`config.mk`:
```
export PLATFORM = sky130hd
export DESIGN_NAME = pkt_bram_arb
export DESIGN_NICKNAME = d
export VERILOG_FILES = /design/src/rtl/pkt_bram_pkg.sv /design/src/rtl/pkt_bram_rr_arb.sv /design/src/rtl/pkt_bram_arb.sv
export SDC_FILE = /design/constraint.sdc
export NUM_CORES = 1
export LEC_CHECK = 0
export CORE_ASPECT_RATIO = 2
export CORE_UTILIZATION = 39
export CTS_BUF_LIST = sky130_fd_sc_hd__clkbuf_8 sky130_fd_sc_hd__clkbuf_16
export CTS_CLUSTER_DIAMETER = 60
export DETAILED_ROUTE_END_ITERATION = 10
export GPL_TIMING_DRIVEN = 0
export PLACE_DENSITY = 0.77
export REMOVE_ABC_BUFFERS = 1
export SYNTH_ARGS = -nofsm -noshare
export SYNTH_HDL_FRONTEND = slang
export SYNTH_SLANG_ARGS = --single-unit
```
`constraint.sdc`:
```
create_clock -name clka -period 3.6 [get_ports clka]
set_input_delay 0.72 -clock clka [delete_from_list [all_inputs] [get_ports clka]]
set_output_delay 0.72 -clock clka [all_outputs]
set_load 0.1 [all_outputs]
```
`src/rtl/pkt_bram_pkg.sv`:
```
// rtl/pkt_bram_pkg.sv - shared types and constants for the packet-buffer BRAM arbiter
package pkt_bram_pkg;

    typedef enum logic {
        S_CLEAR = 1'b0,
        S_RUN   = 1'b1
    } state_t;

    typedef logic req_id_t;

    // Word index to byte address: 32-bit words.
    localparam int BYTE_SHIFT = 2;

    typedef struct packed {
        logic    valid;
        req_id_t id;
    } tag_t;

endpackage

```
`src/rtl/pkt_bram_rr_arb.sv`:
```
// rtl/pkt_bram_rr_arb.sv - 2-way round-robin arbiter, pointer moves past the winner on grant
module pkt_bram_rr_arb (
    input  logic       clka,
    input  logic       resetn,
    input  logic [1:0] req,
    input  logic       advance,
    output logic [1:0] grant
);

    // 0 favours requester 0, 1 favours requester 1
    logic ptr;

    // Pick the favoured requester only when both ask; a lone request always wins.
    always_comb begin
        grant = req;
        if (req == 2'b11) begin
            grant = ptr ? 2'b10 : 2'b01;
        end
    end

    // After a grant, favour the requester that did not win.
    always_ff @(posedge clka or negedge resetn) begin
        if (!resetn) begin
            ptr <= 1'b0;
        end else if (advance && (grant != 2'b00)) begin
            ptr <= grant[0];
        end
    end

endmodule

```
`src/rtl/pkt_bram_arb.sv`:
```
// rtl/pkt_bram_arb.sv - two-requester arbiter/controller for a dual-port packet BRAM; optional PKT_BRAM_ARB_BOUNDS_EN
module pkt_bram_arb
    import pkt_bram_pkg::*;
#(
    parameter int DW             = 32,
    parameter int AW             = 10,
    parameter int RD_LAT         = 1,
    parameter int CLEAR_ON_RESET = 1,
    parameter int MAX_WORDS      = 1024
) (
    input  logic              clka,
    input  logic              resetn,
    input  logic              req0_valid,
    input  logic              req0_we,
    input  logic [AW-1:0]     req0_addr,
    input  logic [DW-1:0]     req0_wdata,
    input  logic [DW/8-1:0]   req0_be,
    output logic              req0_ready,
    input  logic              req1_valid,
    input  logic              req1_we,
    input  logic [AW-1:0]     req1_addr,
    input  logic [DW-1:0]     req1_wdata,
    input  logic [DW/8-1:0]   req1_be,
    output logic              req1_ready,
    output logic              rsp0_valid,
    output logic [DW-1:0]     rsp0_rdata,
    output logic              rsp1_valid,
    output logic [DW-1:0]     rsp1_rdata,
    output logic [31:0]       bram_addra,
    output logic [DW-1:0]     bram_dina,
    output logic [DW/8-1:0]   bram_wea,
    output logic              bram_ena,
    output logic [31:0]       bram_addrb,
    output logic              bram_enb,
    output logic              bram_rstb,
    input  logic [DW-1:0]     bram_doutb,
    output logic              init_done,
    output logic              err_oob
);

    localparam int            DEPTH     = 1 << AW;
    localparam logic [AW-1:0] LAST_WORD = AW'(DEPTH - 1);

    state_t        state;
    state_t        state_nxt;
    logic [AW-1:0] cnt;
    logic          run;
    logic          clearing;

    logic [1:0]    wr_req;
    logic [1:0]    rd_raw;
    logic [1:0]    rd_block;
    logic [1:0]    rd_req;
    logic [1:0]    gnt_a;
    logic [1:0]    gnt_b;

    logic            wr_id;
    logic [AW-1:0]   wr_addr;
    logic [DW-1:0]   wr_data;
    logic [DW/8-1:0] wr_be;
    logic            rd_id;
    logic [AW-1:0]   rd_addr;
    logic            wr_oob;
    logic            rd_oob;
    logic            rsp_oob;

    tag_t            tag_pipe [RD_LAT+1];
    tag_t            tag_out;
    logic [DW-1:0]   rsp_data;
    logic [DW-1:0]   hold0;
    logic [DW-1:0]   hold1;

    // State register; reset picks clear or run directly.
    always_ff @(posedge clka or negedge resetn) begin
        if (!resetn) begin
            state <= (CLEAR_ON_RESET != 0) ? S_CLEAR : S_RUN;
        end else begin
            state <= state_nxt;
        end
    end

    // Leave the clear sweep after the last word; run is terminal until reset.
    always_comb begin
        state_nxt = state;
        if ((state == S_CLEAR) && (cnt == LAST_WORD)) begin
            state_nxt = S_RUN;
        end
    end

    // State-decoded outputs.
    always_comb begin
        run       = (state == S_RUN);
        clearing  = (state == S_CLEAR);
        init_done = run;
        bram_rstb = ~run;
    end

    // Clear sweep counter; saturates at the last word.
    always_ff @(posedge clka or negedge resetn) begin
        if (!resetn) begin
            cnt <= '0;
        end else if (clearing && (cnt != LAST_WORD)) begin
            cnt <= cnt + AW'(1);
        end
    end

    // Split requests by direction; stall a read that hits the address being written this cycle.
    always_comb begin
        wr_req      = {req1_valid & req1_we, req0_valid & req0_we} & {2{run}};
        rd_raw      = {req1_valid & ~req1_we, req0_valid & ~req0_we} & {2{run}};
        rd_block[0] = rd_raw[0] & wr_req[1] & (req0_addr == req1_addr);
        rd_block[1] = rd_raw[1] & wr_req[0] & (req0_addr == req1_addr);
        rd_req      = rd_raw & ~rd_block;
    end

    pkt_bram_rr_arb u_arb_a (
        .clka    (clka),
        .resetn  (resetn),
        .req     (wr_req),
        .advance (|gnt_a),
        .grant   (gnt_a)
    );

    pkt_bram_rr_arb u_arb_b (
        .clka    (clka),
        .resetn  (resetn),
        .req     (rd_req),
        .advance (|gnt_b),
        .grant   (gnt_b)
    );

    assign req0_ready = gnt_a[0] | gnt_b[0];
    assign req1_ready = gnt_a[1] | gnt_b[1];

    // Steer the winning requester's fields to each port.
    always_comb begin
        wr_id   = gnt_a[1];
        wr_addr = wr_id ? req1_addr  : req0_addr;
        wr_data = wr_id ? req1_wdata : req0_wdata;
        wr_be   = wr_id ? req1_be    : req0_be;
        rd_id   = gnt_b[1];
        rd_addr = rd_id ? req1_addr  : req0_addr;
    end

`ifdef PKT_BRAM_ARB_BOUNDS_EN
    localparam logic [AW:0] MAX_W = (AW+1)'(MAX_WORDS);

    logic [RD_LAT:0] oob_pipe;

    assign wr_oob  = ({1'b0, wr_addr} >= MAX_W);
    assign rd_oob  = ({1'b0, rd_addr} >= MAX_W);
    assign rsp_oob = oob_pipe[RD_LAT];

    // Out-of-range reads travel alongside their tag so the response can be forced to zero.
    always_ff @(posedge clka or negedge resetn) begin
        if (!resetn) begin
            oob_pipe <= '0;
        end else begin
            oob_pipe <= {oob_pipe[RD_LAT-1:0], (|gnt_b) & rd_oob};
        end
    end

    // One-cycle error pulse for any accepted out-of-range access.
    always_ff @(posedge clka or negedge resetn) begin
        if (!resetn) begin
            err_oob <= 1'b0;
        end else begin
            err_oob <= ((|gnt_a) & wr_oob) | ((|gnt_b) & rd_oob);
        end
    end
`else
    assign wr_oob  = 1'b0;
    assign rd_oob  = 1'b0;
    assign rsp_oob = 1'b0;
    assign err_oob = 1'b0;
`endif

    // Port A: zero-fill during clear, otherwise issue the granted write.
    always_ff @(posedge clka or negedge resetn) begin
        if (!resetn) begin
            bram_addra <= '0;
            bram_dina  <= '0;
            bram_wea   <= '0;
            bram_ena   <= 1'b0;
        end else if (clearing) begin
            bram_addra <= 32'(cnt) << BYTE_SHIFT;
            bram_dina  <= '0;
            bram_wea   <= '1;
            bram_ena   <= 1'b1;
        end else if ((|gnt_a) && !wr_oob) begin
            bram_addra <= 32'(wr_addr) << BYTE_SHIFT;
            bram_dina  <= wr_data;
            bram_wea   <= wr_be;
            bram_ena   <= 1'b1;
        end else begin
            bram_wea   <= '0;
            bram_ena   <= 1'b0;
        end
    end

    // Port B: issue the granted read.
    always_ff @(posedge clka or negedge resetn) begin
        if (!resetn) begin
            bram_addrb <= '0;
            bram_enb   <= 1'b0;
        end else if ((|gnt_b) && !rd_oob) begin
            bram_addrb <= 32'(rd_addr) << BYTE_SHIFT;
            bram_enb   <= 1'b1;
        end else begin
            bram_enb   <= 1'b0;
        end
    end

    // Tag pipeline lines the requester id up with the BRAM output; reset drops in-flight reads.
    always_ff @(posedge clka or negedge resetn) begin
        if (!resetn) begin
            for (int i = 0; i <= RD_LAT; i++) begin
                tag_pipe[i] <= '0;
            end
        end else begin
            tag_pipe[0] <= {|gnt_b, gnt_b[1]};
            for (int i = 1; i <= RD_LAT; i++) begin
                tag_pipe[i] <= tag_pipe[i-1];
            end
        end
    end

    assign tag_out    = tag_pipe[RD_LAT];
    assign rsp_data   = rsp_oob ? '0 : bram_doutb;
    assign rsp0_valid = tag_out.valid & (tag_out.id == 1'b0);
    assign rsp1_valid = tag_out.valid & (tag_out.id == 1'b1);
    assign rsp0_rdata = rsp0_valid ? rsp_data : hold0;
    assign rsp1_rdata = rsp1_valid ? rsp_data : hold1;

    // Keep the last returned word visible between response strobes.
    always_ff @(posedge clka or negedge resetn) begin
        if (!resetn) begin
            hold0 <= '0;
            hold1 <= '0;
        end else begin
            hold0 <= rsp0_rdata;
            hold1 <= rsp1_rdata;
        end
    end

endmodule

```
==> impl_metrics.prom <==
# TYPE chip_impl_metric gauge
chip_impl_metric{name="synth_enable_flop_cells",unit=""} 0
chip_impl_metric{name="place_area",unit="um^2"} 8960
chip_impl_metric{name="power.share.clock",unit="%"} 43.5
chip_impl_metric{name="ys_seq_elements",unit=""} 138
chip_impl_metric{name="drtAntennaViolNets",unit=""} 0
chip_impl_metric{name="grt_pass1_wl",unit="mm"} 27.7
chip_impl_metric{name="groute.layer.met1.usage",unit="%"} 21.9
chip_impl_metric{name="cts.sink_count",unit=""} 138
chip_impl_metric{name="wirelength",unit="mm"} 17.5
chip_impl_metric{name="p_per_area",unit="nW/um^2"} 446
chip_impl_metric{name="clk_pin_slew",unit="ns"} 0.06
chip_impl_info{name="hold_path_class",value="in2async"} 1
chip_impl_metric{name="vdd_ir_drop_max",unit="V"} 0.000282
chip_impl_metric{name="initial_core_utilization",unit="%"} 40.3
chip_impl_info{name="most_common_cell_after_layout_fill_and_taps_aside",value="clkdlybuf4s50_1"} 1
chip_impl_info{name="unrepaired_setup_endpoints_after_global_routing",value="false"} 1
chip_impl_metric{name="numPlacedInstances",unit=""} 952
chip_impl_metric{name="grtUsageMet2",unit="%"} 40.0
chip_impl_metric{name="maxCapViolations",unit=""} 0
chip_impl_metric{name="synthMuxAreaShare",unit="%"} 18.7
chip_impl_metric{name="setup_viol",unit=""} 0
chip_impl_metric{name="synthToLayoutAreaGrowth",unit="%"} 49.5
chip_impl_metric{name="final_cell_area",unit="um^2"} 9550
chip_impl_metric{name="cts_buffers",unit=""} 17
chip_impl_metric{name="seq_area_frac_synth",unit="%"} 54.1
chip_impl_metric{name="global_route.usage.total",unit="%"} 21.3
chip_impl_metric{name="detail_route.drc_violations",unit=""} 0
chip_impl_metric{name="syn-mean-instance-area",unit="um^2"} 12.1
chip_impl_metric{name="standard_cell_core_area",unit="um^2"} 15900
chip_impl_metric{name="firstDrtPassIters",unit=""} 4
chip_impl_metric{name="fin_total_pwr",unit="mW"} 4.26
chip_impl_metric{name="report.final.hold_viol_count",unit=""} 0
chip_impl_metric{name="synthDistinctLibCells",unit=""} 38
chip_impl_metric{name="crit_path_max_fanout",unit=""} 46
chip_impl_metric{name="cts.htree.levels",unit=""} 4
chip_impl_metric{name="critPathArrivalTime",unit="ns"} 2.74
chip_impl_metric{name="drive_gt1_share",unit="%"} 14.5
chip_impl_metric{name="global_route.overflow_total",unit=""} 0
chip_impl_metric{name="detailedRoute.firstIterationViolations",unit=""} 112
chip_impl_metric{name="filler_cell_count",unit=""} 1369
chip_impl_metric{name="die-area",unit="um^2"} 16900
chip_impl_metric{name="cellInternalPower",unit="mW"} 3.01
chip_impl_metric{name="die_height",unit="um"} 183
chip_impl_metric{name="clock_latency",unit="ns"} 0.41
chip_impl_info{name="worst_setup_path_start_kind",value="register"} 1
chip_impl_metric{name="route.detailed.vias_per_inst",unit=""} 5.03
chip_impl_metric{name="timing.critical_path.required",unit="ns"} 2.88
chip_impl_info{name="clock_tree_from_tritoncts",value="done"} 1
chip_impl_metric{name="power_switching_share",unit="%"} 29.2
chip_impl_metric{name="number_of_antenna_repair_diodes",unit=""} 0
chip_impl_metric{name="yosys.area_share.xor_xnor",unit="%"} 2.47
chip_impl_metric{name="synth_warnings",unit=""} 0
chip_impl_info{name="run_status",value="finished clean"} 1
chip_impl_info{name="grt_most_used_layer",value="met2"} 1
chip_impl_metric{name="number_of_global_route_vias_before_repair",unit=""} 5245
chip_impl_metric{name="routed-via-count",unit=""} 4969
chip_impl_metric{name="final_period_minus_worst_setup_slack",unit="ns"} 3.46
chip_impl_metric{name="maxSlewHeadroom",unit="%"} 29.6
chip_impl_metric{name="fin_crit_sh",unit="%"} 96.1
chip_impl_metric{name="antenna_found_initial",unit=""} 0
chip_impl_metric{name="post_synth_and_or_nand_nor_area_fraction",unit="%"} 7.76
chip_impl_metric{name="global_route.usage.met3",unit="%"} 5.22
chip_impl_info{name="largest_family_of_logic_cells_by_synthesized_area",value="multiplexers"} 1
chip_impl_metric{name="yosys.area_share.adder",unit="%"} 0.196
chip_impl_metric{name="cts-root-to-sink-buffers",unit=""} 2
chip_impl_metric{name="finish.net_count",unit=""} 904
chip_impl_info{name="endpoint_kind",value="output port"} 1
chip_impl_metric{name="floorplan.io_pins",unit=""} 303
chip_impl_metric{name="post_drt_wl_per_cell",unit="um"} 17.7
chip_impl_info{name="synth_ff_type",value="dfrtp_1"} 1
chip_impl_metric{name="maximum_number_of_pins_on_one_net_before_global_route_repair",unit=""} 82
chip_impl_metric{name="power.static_leakage",unit="nW"} 4.43
chip_impl_metric{name="final_cell_count_no_fill",unit=""} 987
chip_impl_metric{name="tightest_slew",unit="ns"} 1.05
chip_impl_metric{name="fmaxAchievable",unit="MHz"} 289
chip_impl_info{name="mostFrequentLayoutCells",value="190 x clkdlybuf4s50_1, 137 x dfrtp_1, 64 x mux2_2, 64 x dlygate4sd2_1, 47 x mux2i_1"} 1
chip_impl_metric{name="power_switching",unit="mW"} 1.25
chip_impl_metric{name="floorplan.die.width",unit="um"} 92.5
chip_impl_metric{name="setup-tns-final",unit="ns"} 0
chip_impl_metric{name="pwr-share-seq",unit="%"} 37.5
chip_impl_info{name="timing_worst_setup_path_type",value="reg2out"} 1
chip_impl_metric{name="async_set_or_reset_flop_fraction_in_the_synthesized_netlist",unit="%"} 100
chip_impl_metric{name="slew_viol_final",unit=""} 0
chip_impl_metric{name="syn_area",unit="um^2"} 6390
chip_impl_metric{name="port_buf_inserts",unit=""} 257
chip_impl_metric{name="finalClockSkew",unit="ns"} 0.00889
chip_impl_metric{name="synth_compound_area_share",unit="%"} 7.70
chip_impl_info{name="root_buffer",value="clkbuf_16"} 1
chip_impl_metric{name="detailedPlacementHpwl",unit="mm"} 13.0
chip_impl_metric{name="placement_rows",unit=""} 65
chip_impl_metric{name="share_comb_of_total_power",unit="%"} 19.0
chip_impl_metric{name="routabilityCongestion",unit=""} 0.819
chip_impl_metric{name="synthesis.instances",unit=""} 526
## area by class of cell
class | count | area (um^2) | share of cell area (%)
clock buffer | 21 | 480 | 5.03
sequential | 138 | 3450 | 36.2
inverter | 16 | 60.1 | 0.629
timing repair buffer | 263 | 2590 | 27.1
clock inverter | 11 | 153 | 1.60
multi-input combinational | 337 | 2560 | 26.8
tap | 201 | 251 | 2.63
## kinds of logic (layout without fill, tap and decap cells)
| kind of cell | count (synthesis) | after routing |
|---|---|---|
| DFF | 138 | 138 |
| muxes | 111 | 111 |
| buffers and inverters | 96 | 311 |
| and+or+nand+nor | 90 | 90 |
| AOI/OAI and AO/OA | 71 | 72 |
| xor gates and xnor gates | 18 | 18 |
| adders and majority gates | 1 | 1 |
| other | 1 | 45 |
## per-stage QoR
stage | hold WS [ns] | worst slack (ns) | utilization [%]
after CTS | 0.271 | 0.00463 | 60.3
final | 0.265 | 0.140 | 60.2
after global routing | 0.287 | 0.0124 | 60.2
after detailed placement | 0.338 | -1.02 | 56.5
after floorplan | 0.331 | -4.08 | -
after global placement | 0.335 | -4.27 | 55.8
## synth_stat cells, drive strengths merged, types with 7 or more instances
| cell | instances | share of area (%) |
|---|---|---|
| a221o | 10 | 1.6 |
| nand2 | 12 | 0.71 |
| xnor2 | 18 | 2.5 |
| inv | 16 | 0.94 |
| nor2 | 7 | 0.41 |
| mux2i | 47 | 7.4 |
| buf | 64 | 7.2 |
| clkbuf | 16 | 0.94 |
| o221ai | 10 | 1.4 |
| nor3b | 10 | 1.2 |
| nand3 | 46 | 3.6 |
| dfrtp | 138 | 54 |
| mux2 | 64 | 11 |
| o21ai | 41 | 3.2 |
## routing by layer
layer	share of wire, %	wire [um]
met4	2.6	454
met1	34	5960
met3	6.5	1140
met2	57	9920
met5	0	0
## timing repair
| action | in CTS | in global routing |
|---|---|---|
| setup endpoints to repair | 66 | 2 |
| buffers inserted | 2 | 0 |
| hold buffers | 0 | 0 |
| gates cloned | 1 | 0 |
| resized for setup | 71 | 4 |
| pin swaps | 2 | 0 |
## critical path, stage by stage (launching register included)
cell and delay (ns):
dfrtp_2 0.62, buf_12 0.27, nand2_1 0.16, nor2_1 0.22, o31ai_1 0.16, nor2_4 0.30, nand2b_1 0.15, buf_2 0.42
## flip-flops by register name, indices dropped and copies added (netlist names), 2 cells and up
name        flops
tag_out         2
bram_wea        4
hold1          32
cnt            10
bram_dina      32
hold0          32
bram_addrb     10
bram_addra     10
## worst paths after layout
kind | start | endpoint | slack (ns) | depth (start not counted)
worst min-delay path | resetn | hold1[13]$_DFF_PN0_ | 0.27 | 1
min in group clka | tag_pipe[2]$_DFF_PN0_ | tag_out[0]$_DFF_PN0_ | 0.35 | 0
worst min register to register | tag_pipe[2]$_DFF_PN0_ | tag_out[0]$_DFF_PN0_ | 0.35 | 0
max in group asynchronous | resetn | init_done$_DFFE_PN0P_ | 2.56 | 2
worst max-delay path | init_done$_DFFE_PN0P_ | req1_ready | 0.14 | 7
worst max register to register | init_done$_DFFE_PN0P_ | bram_dina[12]$_DFFE_PN0P_ | 1.08 | 7
## power by group through the flow
| stage | logic [mW] | clock network [mW] | registers (mW) |
|---|---|---|---|
| global placement | 0.825 | 0 | 1.62 |
| finish | 0.810 | 1.85 | 1.60 |
| global route | 0.841 | 1.97 | 1.60 |
| detailed placement | 0.840 | 0 | 1.62 |
| CTS | 0.814 | 1.90 | 1.60 |
| floorplan | 0.560 | 0 | 1.62 |
Note: power is estimated with default switching activity, not from simulation.
